[src/rtl/spi_peripheral.sv]
// SPI target endpoint: oversamples SCLK/CS_N/COPI on i_clk, supports modes 0-3, TX via ready/valid holding register.
// Optional macro SPI_PERIPHERAL_ERR_EN adds o_underrun/o_abort status pulses.
module spi_peripheral #(
  parameter logic [1:0] DEFAULT_MODE  = 2'd0,
  parameter int         SYNC_STAGES   = 2,
  parameter logic [7:0] UNDERRUN_BYTE = 8'hFF
) (
  input  logic       i_clk,
  input  logic       i_rst_n,
  input  logic [2:0] i_config,
  input  logic [7:0] i_tx,
  input  logic       i_tx_valid,
  output logic       o_tx_ready,
  output logic [7:0] o_rx,
  output logic       o_rx_valid,
  output logic       o_busy,
`ifdef SPI_PERIPHERAL_ERR_EN
  output logic       o_underrun,
  output logic       o_abort,
`endif
  input  logic       i_sclk,
  input  logic       i_cs_n,
  input  logic       i_copi,
  output logic       o_cipo,
  output logic       o_cipo_oe
);

  typedef enum logic [1:0] {IDLE, LOAD, SHIFT} state_t;

  state_t state, next_state;

  logic [SYNC_STAGES-1:0] sclk_sync, cs_sync, copi_sync;
  logic       sclk_d, cs_d;
  logic       sclk_s, cs_s, copi_s;
  logic       sclk_rise, sclk_fall, lead_edge, trail_edge;
  logic       sample_edge, shift_edge, cs_fall, cs_rise;
  logic [1:0] mode;
  logic       cpol, cpha;
  logic [7:0] hold, tx_shift, load_byte;
  logic       hold_full, accept;
  logic [6:0] rx_shift;
  logic [2:0] bit_cnt;
  logic       cipo_q;
  logic       do_load, do_sample, do_shift;

  // CS_N chain resets to "selected" so a CS held low across reset never fakes a falling edge.
  always_ff @(posedge i_clk or negedge i_rst_n) begin
    if (!i_rst_n) begin
      sclk_sync <= '0;
      cs_sync   <= '0;
      copi_sync <= '0;
      sclk_d    <= 1'b0;
      cs_d      <= 1'b0;
    end else begin
      sclk_sync <= {sclk_sync[SYNC_STAGES-2:0], i_sclk};
      cs_sync   <= {cs_sync[SYNC_STAGES-2:0], i_cs_n};
      copi_sync <= {copi_sync[SYNC_STAGES-2:0], i_copi};
      sclk_d    <= sclk_sync[SYNC_STAGES-1];
      cs_d      <= cs_sync[SYNC_STAGES-1];
    end
  end

  assign sclk_s      = sclk_sync[SYNC_STAGES-1];
  assign cs_s        = cs_sync[SYNC_STAGES-1];
  assign copi_s      = copi_sync[SYNC_STAGES-1];
  assign cpol        = mode[1];
  assign cpha        = mode[0];
  assign sclk_rise   = sclk_s & ~sclk_d;
  assign sclk_fall   = ~sclk_s & sclk_d;
  assign lead_edge   = cpol ? sclk_fall : sclk_rise;
  assign trail_edge  = cpol ? sclk_rise : sclk_fall;
  assign sample_edge = cpha ? trail_edge : lead_edge;
  assign shift_edge  = cpha ? lead_edge : trail_edge;
  assign cs_fall     = ~cs_s & cs_d;
  assign cs_rise     = cs_s & ~cs_d;

  assign o_tx_ready = ~hold_full;
  assign accept     = i_tx_valid & ~hold_full;
  assign load_byte  = hold_full ? hold : UNDERRUN_BYTE;

  always_ff @(posedge i_clk or negedge i_rst_n) begin
    if (!i_rst_n) state <= IDLE;
    else          state <= next_state;
  end

  // CPHA=0 loads the next byte on the shift edge that follows a completed byte; CPHA=1 right after the 8th sample.
  always_comb begin
    next_state = state;
    do_load    = 1'b0;
    do_sample  = 1'b0;
    do_shift   = 1'b0;
    case (state)
      IDLE:  if (cs_fall) next_state = LOAD;
      LOAD: begin
        do_load    = 1'b1;
        next_state = SHIFT;
      end
      SHIFT: begin
        if (sample_edge) begin
          do_sample = 1'b1;
          if (cpha && bit_cnt == 3'd7) next_state = LOAD;
        end else if (shift_edge) begin
          if (!cpha && bit_cnt == 3'd0) next_state = LOAD;
          else                          do_shift   = 1'b1;
        end
      end
      default: next_state = IDLE;
    endcase
    if (cs_rise) begin
      next_state = IDLE;
      do_load    = 1'b0;
      do_sample  = 1'b0;
      do_shift   = 1'b0;
    end
  end

  always_ff @(posedge i_clk or negedge i_rst_n) begin
    if (!i_rst_n) begin
      mode       <= DEFAULT_MODE;
      hold       <= 8'h00;
      hold_full  <= 1'b0;
      tx_shift   <= 8'h00;
      rx_shift   <= 7'h00;
      bit_cnt    <= 3'd0;
      cipo_q     <= 1'b0;
      o_rx       <= 8'h00;
      o_rx_valid <= 1'b0;
    end else begin
      o_rx_valid <= 1'b0;
      if (cs_s && i_config[0]) mode <= i_config[2:1];
      if (accept) begin
        hold      <= i_tx;
        hold_full <= 1'b1;
      end else if (do_load) begin
        hold_full <= 1'b0;
      end
      if (do_load) begin
        tx_shift <= load_byte;
        if (!cpha) cipo_q <= load_byte[7];
      end
      if (do_shift) begin
        cipo_q   <= cpha ? tx_shift[7] : tx_shift[6];
        tx_shift <= {tx_shift[6:0], 1'b0};
      end
      if (do_sample) begin
        rx_shift <= {rx_shift[5:0], copi_s};
        bit_cnt  <= bit_cnt + 3'd1;
        if (bit_cnt == 3'd7) begin
          o_rx       <= {rx_shift, copi_s};
          o_rx_valid <= 1'b1;
        end
      end
      if (cs_rise) begin
        bit_cnt <= 3'd0;
        cipo_q  <= 1'b0;
      end
    end
  end

`ifdef SPI_PERIPHERAL_ERR_EN
  always_ff @(posedge i_clk or negedge i_rst_n) begin
    if (!i_rst_n) begin
      o_underrun <= 1'b0;
      o_abort    <= 1'b0;
    end else begin
      o_underrun <= do_load & ~hold_full;
      o_abort    <= cs_rise & (bit_cnt != 3'd0);
    end
  end
`endif

  // Busy follows the FSM so that a window interrupted by reset stays deselected.
  assign o_busy    = (state != IDLE);
  assign o_cipo_oe = o_busy;
  assign o_cipo    = o_busy & cipo_q;

endmodule

[config.mk]
export PLATFORM = sky130hd
export DESIGN_NAME = spi_peripheral
export DESIGN_NICKNAME = d
export VERILOG_FILES = /design/src/rtl/spi_peripheral.sv
export SDC_FILE = /design/constraint.sdc
export NUM_CORES = 1
export LEC_CHECK = 0
export CORE_ASPECT_RATIO = 1.25
export CORE_MARGIN = 10
export CORE_UTILIZATION = 40
export CTS_CLUSTER_DIAMETER = 60
export DETAILED_ROUTE_END_ITERATION = 16
export HOLD_SLACK_MARGIN = 0.05
export PLACE_DENSITY = 0.72
export SLEW_MARGIN = 0
export SYNTH_ARGS = -nofsm -noshare
export SYNTH_HDL_FRONTEND = slang
export SYNTH_SLANG_ARGS = --single-unit
[constraint.sdc]
create_clock -name i_clk -period 2.4 [get_ports i_clk]
set_input_delay 0.48 -clock i_clk [delete_from_list [all_inputs] [get_ports i_clk]]
set_output_delay 0.48 -clock i_clk [all_outputs]
set_load 0.01 [all_outputs]
### Word level (Yosys, flattened, before mapping)

Cells that the tools add are included.

| cells by class | value |
|---|---|
| equality and inequality tests | 8 |
| shift operators | 0 |
| reductions and logical operators | 14 |
| bitwise gates (word level) | 11 |
| $lt $le $gt $ge | 0 |
| multiply operators | 0 |
| div/mod/pow operators | 0 |
| add/sub/neg operators | 1 |
| muxes and demuxes | 35 |

Operators by type and width:

| operator | count |
|---|---|
| 8-bit 2-to-1 mux | 3 |
| 1-bit 2-to-1 mux | 23 |
| 2-bit 2-to-1 mux | 6 |
| 4-bit inequality test, second input constant | 3 |
| 2-bit nonzero test | 4 |
| 1-bit bitwise AND | 6 |
| 3-bit 2-to-1 mux | 2 |
| 2-bit one-hot mux with 3 select lines | 1 |
| 1-bit inverter | 5 |
| 2-bit AND reduction | 2 |
| 4-bit AND reduction | 1 |
| 3-bit by 1-bit adder with 3-bit output, second input constant | 1 |
| 3-bit == test, second input constant | 1 |
| 1-bit logical AND | 3 |
| 3-bit logical NOT | 1 |
| 3-bit by 2-bit inequality test with 1-bit output, second input constant | 1 |
| 3-bit inequality test, second input constant | 1 |
| 3-bit nonzero test | 1 |
| 2-bit by 1-bit == test with 1-bit output, second input constant | 1 |
| 2-bit == test, second input constant | 1 |
| 2-bit logical NOT | 1 |
| 1-bit logical NOT | 1 |

| storage, ports and cells | value |
|---|---|
| memories kept | 0 |
| register bits after elaboration | 49 |
| latch bits | 0 |
| output and inout bits | 13 |
| memory bits (writable) | 0 |
| ROM bits | 0 |
| word-level logic and storage cells | 84 |
| bits of input ports | 17 |

### Logic depth before layout (Yosys ltp)

| logic depth | value |
|---|---|
| word-level depth | 10 |
| gate-level depth with buffers | 8 |
| mapped depth without buffers | 6 |

### Least setup slack after synthesis

OpenSTA, ideal clock, no wires.

| timing | value |
|---|---|
| kind | register to register |
| start | register cs_sync[1] |
| end | register tx_shift[6] |
| setup time | 126 ps |
| arrival time | 1743 ps |
| required time | 2274 ps |
| setup slack | 531 ps |
| clock period less this slack | 1869 ps |
| path buffers | 1 |
| cell stages (with the launch flop) | 7 |
| path through | dfrtp_1 ha_1 clkbuf_1 or3b_1 nor2_1 a21oi_1 a221o_1 |

| on the way | value |
|---|---|
| longest elaborated chain between the ends | 3 |
| elaborated cells between the ends (all ways) | 5 |
| classes of those cells | 3 x mux; 1 x bitwise; 1 x reduce/logical |

RTL lines:

| what | line | text |
|---|---|---|
| from (decl) | 32 | `logic [SYNC_STAGES-1:0] sclk_sync, cs_sync, copi_sync;` |
| from (signal assigned) | 56 | `cs_sync <= {cs_sync[SYNC_STAGES-2:0], i_cs_n};` |
| 1-bit bitwise AND (*) | 75 | `assign cs_rise = cs_s & ~cs_d;` |
| 1-bit 2-to-1 mux | 109 | `if (cs_rise) begin` |
| 8-bit 2-to-1 mux / 2-bit nonzero test (equally long branches) | -- |  |
| to (signal assigned) | 138 | `tx_shift <= load_byte;` |
| to (signal assigned) | 143 | `tx_shift <= {tx_shift[6:0], 1'b0};` |
| to (decl) | 39 | `logic [7:0] hold, tx_shift, load_byte;` |

Every way passes the cells marked *; elsewhere a longest branch is shown, timed or not.
A chain may end at the register's enable or synchronous reset.

### Worst setup path in the final report

| timing | value |
|---|---|
| start | register state[1] |
| end | output port o_cipo |

| on the way | value |
|---|---|
| longest elaborated chain between the ends | 2 |

RTL lines:

| what | line | text |
|---|---|---|
| from (decl) | 30 | `state_t state, next_state;` |
| from (signal assigned) | 83 | `else state <= next_state;` |
| 2-bit nonzero test | 173 | `assign o_busy = (state != IDLE);` |
| 1-bit bitwise AND | 175 | `assign o_cipo = o_busy & cipo_q;` |
| to (decl) | 24 | `output logic o_cipo,` |

Every way passes these cells.

==> flow_summary.html <==
<table>
<tr><th>Metric</th><th>Value</th></tr>
<tr><th colspan="2">Drt</th></tr>
<tr><td>Wirelength per Cell</td><td>15.01 microns</td></tr>
<tr><td>Vias post-DR</td><td>1229</td></tr>
<tr><td>Ratio of routed vias to standard cells</td><td>4.956</td></tr>
<tr><td>Routed wire length</td><td>3722 microns</td></tr>
<tr><td>Pre-antenna DRT Iters</td><td>4</td></tr>
<tr><td>Post-detailed-route count of antenna-violating nets</td><td>0</td></tr>
<tr><td>DRC Markers</td><td>0</td></tr>
<tr><td>DRT iter0 DRCs</td><td>67</td></tr>
<tr><th colspan="2">Power</th></tr>
<tr><td>Internal cell power</td><td>1.729 mW</td></tr>
<tr><td>Switching power summed over all nets</td><td>711.2 uW</td></tr>
<tr><td>Design Power</td><td>2.441 mW</td></tr>
<tr><td>Peak supply drop</td><td>485.5 uV</td></tr>
<tr><td>Sw Share</td><td>29.14%</td></tr>
<tr><td>Part of the total power dissipated in sequential elements</td><td>49.2%</td></tr>
<tr><td>Power density normalized to cell area</td><td>960.4 nW/um^2</td></tr>
<tr><td>Static leakage power</td><td>1.144 nW</td></tr>
<tr><td>Clock power share</td><td>24.1%</td></tr>
<tr><td>Combinational power share</td><td>26.7%</td></tr>
<tr><th colspan="2">Worst setup path</th></tr>
<tr><td>Type of element capturing the critical path</td><td>primary output</td></tr>
<tr><td>Slowest stage cell on the critical path</td><td>clkdlybuf4s50_1</td></tr>
<tr><td>Highest cell delay on the worst timing path</td><td>0.47 ns</td></tr>
<tr><td>Cell Chain, Critical Path</td><td>or2_2, and2_1, clkdlybuf4s50_1</td></tr>
<tr><td>Biggest fanout along the worst timing path</td><td>7</td></tr>
<tr><td>Start-to-end type of the worst setup path</td><td>reg -&gt; out</td></tr>
<tr><td>Buf/Inv on CP</td><td>1</td></tr>
<tr><td>Crit path DAT</td><td>1.71 ns</td></tr>
<tr><td>Worst endpoint required time</td><td>1.92 ns</td></tr>
<tr><td>Type of element launching the critical path</td><td>flip-flop</td></tr>
<tr><td>Register-to-register setup slack</td><td>0.40 ns</td></tr>
<tr><td>Family with the most delay on the worst path</td><td>simple AND/OR/NAND/NOR gates</td></tr>
<tr><th colspan="2">Clock tree</th></tr>
<tr><td>CTS tree</td><td>built</td></tr>
<tr><td>Master cell of the clock root buffer</td><td>clkbuf_8</td></tr>
<tr><td>Number of buffers added by the clock tree synthesis step</td><td>5</td></tr>
<tr><td>Number of sinks handled by clock tree synthesis</td><td>49</td></tr>
<tr><td>Deepest clock path buffer count</td><td>2</td></tr>
<tr><td>Number of setup buffers added after CTS</td><td>0</td></tr>
<tr><td>Clock network latency to the later pin of the worst-skew pair</td><td>0.30 ns</td></tr>
<tr><td>H-tree depth reported by CTS</td><td>2</td></tr>
<tr><td>Clock slew at the register clock pins of the worst setup and hold paths</td><td>0.09 ns</td></tr>
<tr><td>Number of buffers inserted for hold repair after clock tree synthesis</td><td>0</td></tr>
<tr><td>CTS resizes</td><td>0</td></tr>
<tr><th colspan="2">Global routing</th></tr>
<tr><td>First-pass GRT wire length</td><td>6534 microns</td></tr>
<tr><td>Total grt overflow</td><td>0</td></tr>
<tr><td>Antenna violations before repair</td><td>0</td></tr>
<tr><td>Total Routing Usage GR</td><td>9.468%</td></tr>
<tr><td>Via count of the first global-routing pass</td><td>1383</td></tr>
<tr><td>Pin count of the biggest net entering global routing</td><td>30</td></tr>
<tr><th colspan="2">Floorplanning</th></tr>
<tr><td>DIE HEIGHT</td><td>100.2 microns</td></tr>
<tr><td>Starting density of the core</td><td>40.78%</td></tr>
<tr><td>Die Area</td><td>8429 sq um</td></tr>
<tr><td>I/O pin count</td><td>30</td></tr>
<tr><td>Core Rows</td><td>29</td></tr>
<tr><td>Core region area</td><td>5044 sq um</td></tr>
<tr><td>Width of the chip</td><td>84.14 microns</td></tr>
<tr><th colspan="2">Timing</th></tr>
<tr><td>Final Critical Period</td><td>2.190 ns</td></tr>
<tr><td>Maximum achievable frequency</td><td>456.7 MHz</td></tr>
<tr><td>Ratio of final minimum period to clock period</td><td>91.24%</td></tr>
<tr><td>Pin slew with the least headroom to its limit</td><td>0.6449 ns</td></tr>
<tr><td>Post-route setup slack</td><td>0.2103 ns</td></tr>
<tr><td>Pins Over Slew Limit</td><td>0</td></tr>
<tr><td>Final setup TNS</td><td>0 ns</td></tr>
<tr><td>Number of setup violations in the final report</td><td>0</td></tr>
<tr><td>RSZ-0062 raised after global routing</td><td>false</td></tr>
<tr><td>Hold violation total from the final report</td><td>0</td></tr>
<tr><td>Worst clock skew on the final layout</td><td>0.008832 ns</td></tr>
<tr><td>Relative max-transition margin</td><td>57.01%</td></tr>
<tr><th colspan="2">Logic synthesis</th></tr>
<tr><td>Share of flip-flops with an asynchronous set or reset after synthesis</td><td>100.0%</td></tr>
<tr><td>Sequential share of the synthesized area</td><td>59.61%</td></tr>
<tr><td>Most repeated cell in the gate-level netlist after synthesis</td><td>dfrtp_1</td></tr>
<tr><td>Number of enable-type register cells in the synthesized netlist</td><td>0</td></tr>
<tr><td>Top cells by instance count after synthesis</td><td>dfrtp_1, mux2_2, nand2b_1</td></tr>
<tr><td>Synthesized instance count</td><td>150</td></tr>
<tr><td>Post-synth net total</td><td>171</td></tr>
<tr><td>Main synth FF type</td><td>dfrtp_1</td></tr>
<tr><td>Synthesized area divided by synthesized cell count</td><td>13.71 sq um</td></tr>
<tr><td>Area share of the largest cell type after synthesis</td><td>59.61%</td></tr>
<tr><td>Yosys Warn Count</td><td>0</td></tr>
<tr><td>Most area-hungry cell type in the Yosys netlist</td><td>dfrtp_1</td></tr>
<tr><td>Flip-flop and latch count after synthesis</td><td>49</td></tr>
<tr><td>Number of distinct library cell variants in the gate-level netlist after synthesis</td><td>32</td></tr>
<tr><td>Mapped cell area</td><td>2057 sq um</td></tr>
<tr><td>Largest cells by area after synthesis</td><td>dfrtp_1, mux2_2, a221o_1</td></tr>
<tr><th colspan="2">Layout</th></tr>
<tr><td>Ratio of cells with drive above 1 in the final layout</td><td>23.66%</td></tr>
<tr><td>Final antenna diode count</td><td>0</td></tr>
<tr><td>Synthesis-to-finish area growth</td><td>23.54%</td></tr>
<tr><td>Final standard cell utilization of the core</td><td>50.38%</td></tr>
<tr><td>Final non-filler cell area</td><td>2541 sq um</td></tr>
<tr><td>Nets</td><td>206</td></tr>
<tr><th colspan="2">Place</th></tr>
<tr><td>Setup Slack @ Placement</td><td>0.4156 ns</td></tr>
<tr><td>Hpwl dp</td><td>2840 microns</td></tr>
<tr><td>IO buf count</td><td>29</td></tr>
<tr><td>Routability congestion estimate</td><td>0.7843</td></tr>
<tr><td>Standard cell area after detailed placement</td><td>2426 sq um</td></tr>
<tr><th colspan="2">Status</th></tr>
<tr><td>Result of the run</td><td>completed</td></tr>
<tr><th colspan="2">Worst hold path</th></tr>
<tr><td>Type of the worst min-delay path</td><td>in -&gt; async</td></tr>
<tr><th colspan="2">Flow run</th></tr>
<tr><td>Maximum Capacitance Violations</td><td>0</td></tr>
</table>
[cell families (layout without fill, tap and decap cells)]
kind of cell	after synthesis	in the layout	synth area share (%)
and+or+nand+nor	29	29	8.821
AOI/OAI and AO/OA	22	22	8.090
xor gates and xnor gates	1	1	0.7910
muxes	33	33	17.82
buffers and inverters	12	48	2.433
DFF	49	49	59.61
adders and majority gates	4	4	2.433
[power groups by stage]
stage | sequential (mW) | clock (mW) | combinational [mW]
floorplan | 1.16 | 0 | 0.478
global placement | 1.20 | 0 | 0.633
detailed placement | 1.21 | 0 | 0.664
CTS | 1.20 | 0.608 | 0.665
global route | 1.23 | 0.638 | 0.738
finish | 1.20 | 0.588 | 0.652
[area by class of cell]
cell class              count  area, sq um
well taps                  62        77.57
inverters                   7        26.28
flip-flops and latches     49         1226
clock buffers               5        68.82
repair buffers             33        315.3
fillers                   438         2502
clock inverters             3        46.29
multi-input cells          89        780.7
[cells in the final DEF (no fill, tap or decap), drive strengths merged]
master	n
o21a	6
nor2b	1
nand2	3
inv	6
and2	3
a311oi	1
o21bai	1
mux2	26
and3b	1
buf	5
nand2b	7
a21oi	3
or3b	1
nor3b	3
clkbuf	5
nand3	4
mux2i	7
clkinv	2
a21o	1
o21ai	3
ha	4
clkinvlp	1
dfrtp	49
or2	1
nor2	5
xnor2	1
o31ai	1
a221o	6
bufinv	1
clkdlybuf4s50	28
[worst register-to-register path, stage by stage (launching register included)]
cell	delay, ns
dfrtp_1	0.40
ha_1	0.30
or3b_1	0.42
nor2_1	0.23
a21oi_1	0.21
a221o_1	0.34
[final timing paths]
| path | startpoint | to | depth (start not counted) |
|---|---|---|---|
| setup / recovery | state[1]$_DFFE_PN0P_ | o_cipo | 3 |
| hold / removal | i_rst_n | o_rx[3]$_DFFE_PN0P_ | 1 |
| setup reg to reg | cs_sync[1]$_DFF_PN0_ | tx_shift[3]$_DFFE_PN0P_ | 5 |
| hold reg to reg | sclk_sync[0]$_DFF_PN0_ | sclk_sync[1]$_DFF_PN0_ | 0 |
| max in group asynchronous | i_rst_n | hold[7]$_DFFE_PN0P_ | 2 |
| min in group i_clk | sclk_sync[0]$_DFF_PN0_ | sclk_sync[1]$_DFF_PN0_ | 0 |
[sequential cells by signal (all words and copies together) (netlist names)]
name and count:
bit_cnt 3, cipo_q 1, copi_sync 2, cs_d 1
cs_sync 2, hold 8, hold_full 1, mode 2
o_rx 8, o_rx_valid 1, rx_shift 7, sclk_d 1
sclk_sync 2, state 2, tx_shift 8
[metal layers]
layer | GRT usage, % | part of all wire [%]
met4 | 4.645 | 1.7
met3 | 3.485 | 6.0
met2 | 16.41 | 52
met5 | 0 | 0
met1 | 9.874 | 40
[through the flow]
step / cells / hold slack [ns]
detailed placement: 240 / 0.3379
global placement: 240 / 0.3329
CTS: 248 / 0.2090
floorplan: 150 / 0.1844
global route: 248 / 0.2339
finish: 248 / 0.1918
No activity file was read; power rests on OpenSTA's default activity.
